===== config.mk =====
export PLATFORM = sky130hd
export DESIGN_NAME = main_dec
export DESIGN_NICKNAME = d
export VERILOG_FILES = /design/src/rtl/main_dec.sv
export SDC_FILE = /design/constraint.sdc
export NUM_CORES = 1
export LEC_CHECK = 0
export BUFFER_PORTS_ARGS = -buffer_cell sky130_fd_sc_hd__buf_2
export CAP_MARGIN = 5
export CORE_ASPECT_RATIO = 0.75
export CORE_MARGIN = 2
export CORE_UTILIZATION = 45
export DETAILED_ROUTE_END_ITERATION = 10
export PLACE_DENSITY = 0.8
export SYNTH_ARGS = -nofsm -noshare
export SYNTH_HDL_FRONTEND = slang
export SYNTH_SLANG_ARGS = --single-unit

===== constraint.sdc =====
create_clock -name clk -period 2.6 [get_ports clk]
set_input_delay 0.26 -clock clk [delete_from_list [all_inputs] [get_ports clk]]
set_output_delay 0.26 -clock clk [all_outputs]
set_load 0.01 [all_outputs]

===== src/rtl/main_dec.sv =====
// Main control decoder for the single-cycle MIPS subset, with registered illegal-opcode status.
// Optional feature: define MAINDEC_BNE_EN to decode BNE (000101) and add the bne output.
module main_dec #(
    parameter int unsigned CNT_W = 8
) (
    input  logic             clk,
    input  logic             rst_n,
    input  logic [5:0]       op,
    output logic             regwrite,
    output logic             regdst,
    output logic             alusrc,
    output logic             branch,
    output logic             memwrite,
    output logic             memtoreg,
    output logic             jump,
    output logic [1:0]       aluop,
`ifdef MAINDEC_BNE_EN
    output logic             bne,
`endif
    output logic             illegal,
    output logic             illegal_seen,
    output logic [5:0]       illegal_op_q,
    output logic [CNT_W-1:0] illegal_cnt
);

    // X/Z opcodes match no item and fall into the illegal default.
    always_comb begin
        regwrite = 1'b0;
        regdst   = 1'b0;
        alusrc   = 1'b0;
        branch   = 1'b0;
        memwrite = 1'b0;
        memtoreg = 1'b0;
        jump     = 1'b0;
        aluop    = 2'b00;
        illegal  = 1'b0;
`ifdef MAINDEC_BNE_EN
        bne      = 1'b0;
`endif
        case (op)
            6'b000000: begin
                regwrite = 1'b1;
                regdst   = 1'b1;
                aluop    = 2'b10;
            end
            6'b100011: begin
                regwrite = 1'b1;
                alusrc   = 1'b1;
                memtoreg = 1'b1;
            end
            6'b101011: begin
                alusrc   = 1'b1;
                memwrite = 1'b1;
            end
            6'b000100: begin
                branch   = 1'b1;
                aluop    = 2'b01;
            end
            6'b001000: begin
                regwrite = 1'b1;
                alusrc   = 1'b1;
            end
            6'b000010: begin
                jump     = 1'b1;
            end
`ifdef MAINDEC_BNE_EN
            6'b000101: begin
                aluop    = 2'b01;
                bne      = 1'b1;
            end
`endif
            default: begin
                illegal  = 1'b1;
            end
        endcase
    end

    always_ff @(posedge clk or negedge rst_n) begin
        if (!rst_n) begin
            illegal_seen <= 1'b0;
            illegal_op_q <= '0;
            illegal_cnt  <= '0;
        end else if (illegal) begin
            illegal_seen <= 1'b1;
            illegal_op_q <= op;
            if (illegal_cnt != '1) begin
                illegal_cnt <= illegal_cnt + CNT_W'(1);
            end
        end
    end

endmodule


==> out/metrics.csv <==
stage,metric,value,unit
worst_setup_path,critPathKind,primary input to primary output,
die,io_pins,33,
routing,drt_iter0_drc,15,
clock_network,cts_buffers,3,
clock_network,cts.sinks,15,
timing,slew_viol_final,0,
synth,yosysUniqueCellTypes,28,
die,coreArea,0.001724,mm²
grt,grt_max_degree,16,
min_path,holdCritPathClass,primary input to flop,
die,start_util,47.39,%
timing,tightest_slew,471.6,ps
timing,layout_min_cycle_time,1872,ps
timing,tns,0,ps
timing,timing.hold.ws,241.5,ps
timing,rsz0062_at_grt,no,
worst_setup_path,worst_r2r_path_depth,5,
power_and_ir_drop,total_leakage_power,0.4975,nW
timing,finalHoldViolations,0,
die,die_x,53.20,µm
grt,antenna_found_initial,0,
finish,final_common_cell,buf_2,
grt,grt_use_total,19.09,%
finish,nFillCells,171,
grt,grt_pass1_wl,2815,µm
synth,ys.warnings.count,0,
routing,vias,746,
synth,synth.top_cells.by_area,"dfrtp_1 (46%), nand2_1 (7.8%), buf_6 (4.1%)",
worst_setup_path,crit_path_max_fanout,14,
place,dpl.hpwl,1394,µm
clock_network,clkLatencyLatePin,280,ps
timing,setup_violations,0,
synth,netlist.area_leader.share,45.94,%
outcome,status,completed,
die,std_cell_rows,13,
routing,wl,1807,µm
finish,n_antenna_cell,0,
timing,fin_crit_sh,72.00,%
routing,via_per_inst,5.329,
routing,ant_nets,0,
min_path,min_delay_path_depth,3,
synth,synth_seq_cells,15,
finish,area_delta_synth_final,21.75,%
clock_network,root_buffer,clkbuf_4,
worst_setup_path,r2r_setup_slack,980,ps
finish,drive_gt1_share,33.90,%
clock_network,cts_tree,yes,
timing,fmax,0.5342,GHz
timing,fin_skew,1.463,ps
routing,remaining_drc_errors,0,
synth,syn_nets,95,
routing,first_pass_iters,4,
clock_network,cts_setup_buffers,0,
clock_network,cts_max_path_buffers,2,
synth,synth_area_per_cell,9.500,µm²
synth,synth_top_area_cell,dfrtp_1,
worst_setup_path,worst_ep_arrival_time,1610,ps
synth,yosysSeqAreaShare,45.94,%
finish,nets,128,
synth,netlist_area,817.0,µm²
power_and_ir_drop,peakVddDrop,0.0005142,V
worst_setup_path,end_kind,primary output,
power_and_ir_drop,p_per_area,841.6,mW/mm²
synth,netlist_instances,86,
grt,grt-ovfl-total,0,
grt,grt_pass1_vias,617,
place,io_buffers,32,
clock_network,cts.clk_slew.worst_paths,80,ps
finish,final_cell_mix,"buf_2 (32), nand2_1 (17), dfrtp_1 (15)",
routing,wl_per_cell,12.91,µm
die,die_h,40.90,µm
place,gp_congestion,0.7475,
worst_setup_path,critPathLaunchType,primary input,
die,die_area,0.002176,mm²
job,drv_cap,0,
worst_setup_path,worstPathRequired,2340,ps
timing,maxSlewHeadroom,68.56,%
clock_network,htree_levels,1,
sequential cells by signal (all words and copies together), names as in the netlist:
name and count:
illegal_op_q 6, illegal_cnt 8, illegal_seen 1
per-stage QoR:
stage / utilization, % / instances / instance area [µm²] / power (mW) / worst slack (ps)
floorplan: - / 86 / 817.0 / 0.5842 / 985.9
global placement: 55.59 / 135 / 958.4 / 0.6917 / 691.8
detailed placement: 55.59 / 135 / 958.4 / 0.7077 / 585.0
CTS: 57.69 / 140 / 994.7 / 0.8453 / 722.5
global route: 57.69 / 140 / 994.7 / 0.9063 / 554.6
finish: 57.69 / 140 / 994.7 / 0.8372 / 727.9
cell usage after synthesis:
library cell and instances:
nor4bb_1 1, xor2_1 1, nand2_1 17, a2111oi_0 1, and4b_1 1, o31a_1 1
nor4_1 5, ha_1 1, dfrtp_1 15, mux2_4 2, buf_6 3, nor2_1 7
and3_1 2, nand4_1 1, inv_1 3, nand4_2 1, nor2_4 1, a41oi_1 2
a22o_1 1, inv_6 1, a21oi_1 3, o21ai_0 3, buf_4 1, a31oi_1 5
nand3_1 3, or2b_1 1, buf_2 1, or3_1 2
worst max-delay path, stage by stage:
cell and delay [ps]:
buf_2 150, a2111oi_0 430, o31a_1 500, inv_6 110
buf_2 170
layout make-up:
class | instances | area, µm² | share of cell area (%)
Multi-Input combinational cell | 62 | 375.4 | 37.74
Timing Repair Buffer | 33 | 170.2 | 17.11
Tap cell | 22 | 27.53 | 2.767
Sequential cell | 15 | 375.4 | 37.74
Clock buffer | 4 | 26.28 | 2.642
Inverter | 4 | 20.02 | 2.013
kinds of logic after synthesis:
family | share of synthesized area, %
AO/OA/AOI/OAI | 12.86
XOR/XNOR | 1.072
adder cells (fa/ha/maj) | 1.531
buffers and inverters | 8.116
flip-flops | 45.94
multiplexers | 3.675
AND/OR/NAND/NOR | 26.80
worst paths after layout:
kind | endpoint | startpoint
max | illegal | op[2]
min | illegal_op_q[1]$_DFFE_PN0N_ | op[1]
max reg2reg | illegal_cnt[1]$_DFFE_PN0P_ | illegal_cnt[0]$_DFFE_PN0P_
min reg2reg | illegal_seen$_DFFE_PN0N_ | illegal_seen$_DFFE_PN0N_
max in group asynchronous | illegal_op_q[4]$_DFFE_PN0N_ | rst_n
min in group asynchronous | illegal_cnt[0]$_DFFE_PN0P_ | rst_n
layer usage:
metal / track usage, % / wire (µm) / part of all wire, %
met5: 0 / 0 / 0
met4: 9.615 / 50 / 2.8
met3: 5.474 / 62 / 3.4
met2: 29.32 / 846 / 47
met1: 24.94 / 848 / 47
repair_timing:
action / 4_1_cts / 5_1_grt
endpoints found under the hold margin: 15 / 0
resized for setup: 0 / 0
hold buffers: 1 / 0
power breakdown:
group	switching, mW	internal, mW	leakage (nW)
sequential	0.0948	0.301	0.174
clock	0.0717	0.0597	0.0150
combinational	0.157	0.153	0.309
total	0.324	0.513	0.497
Power figures use the tool's default switching activity.
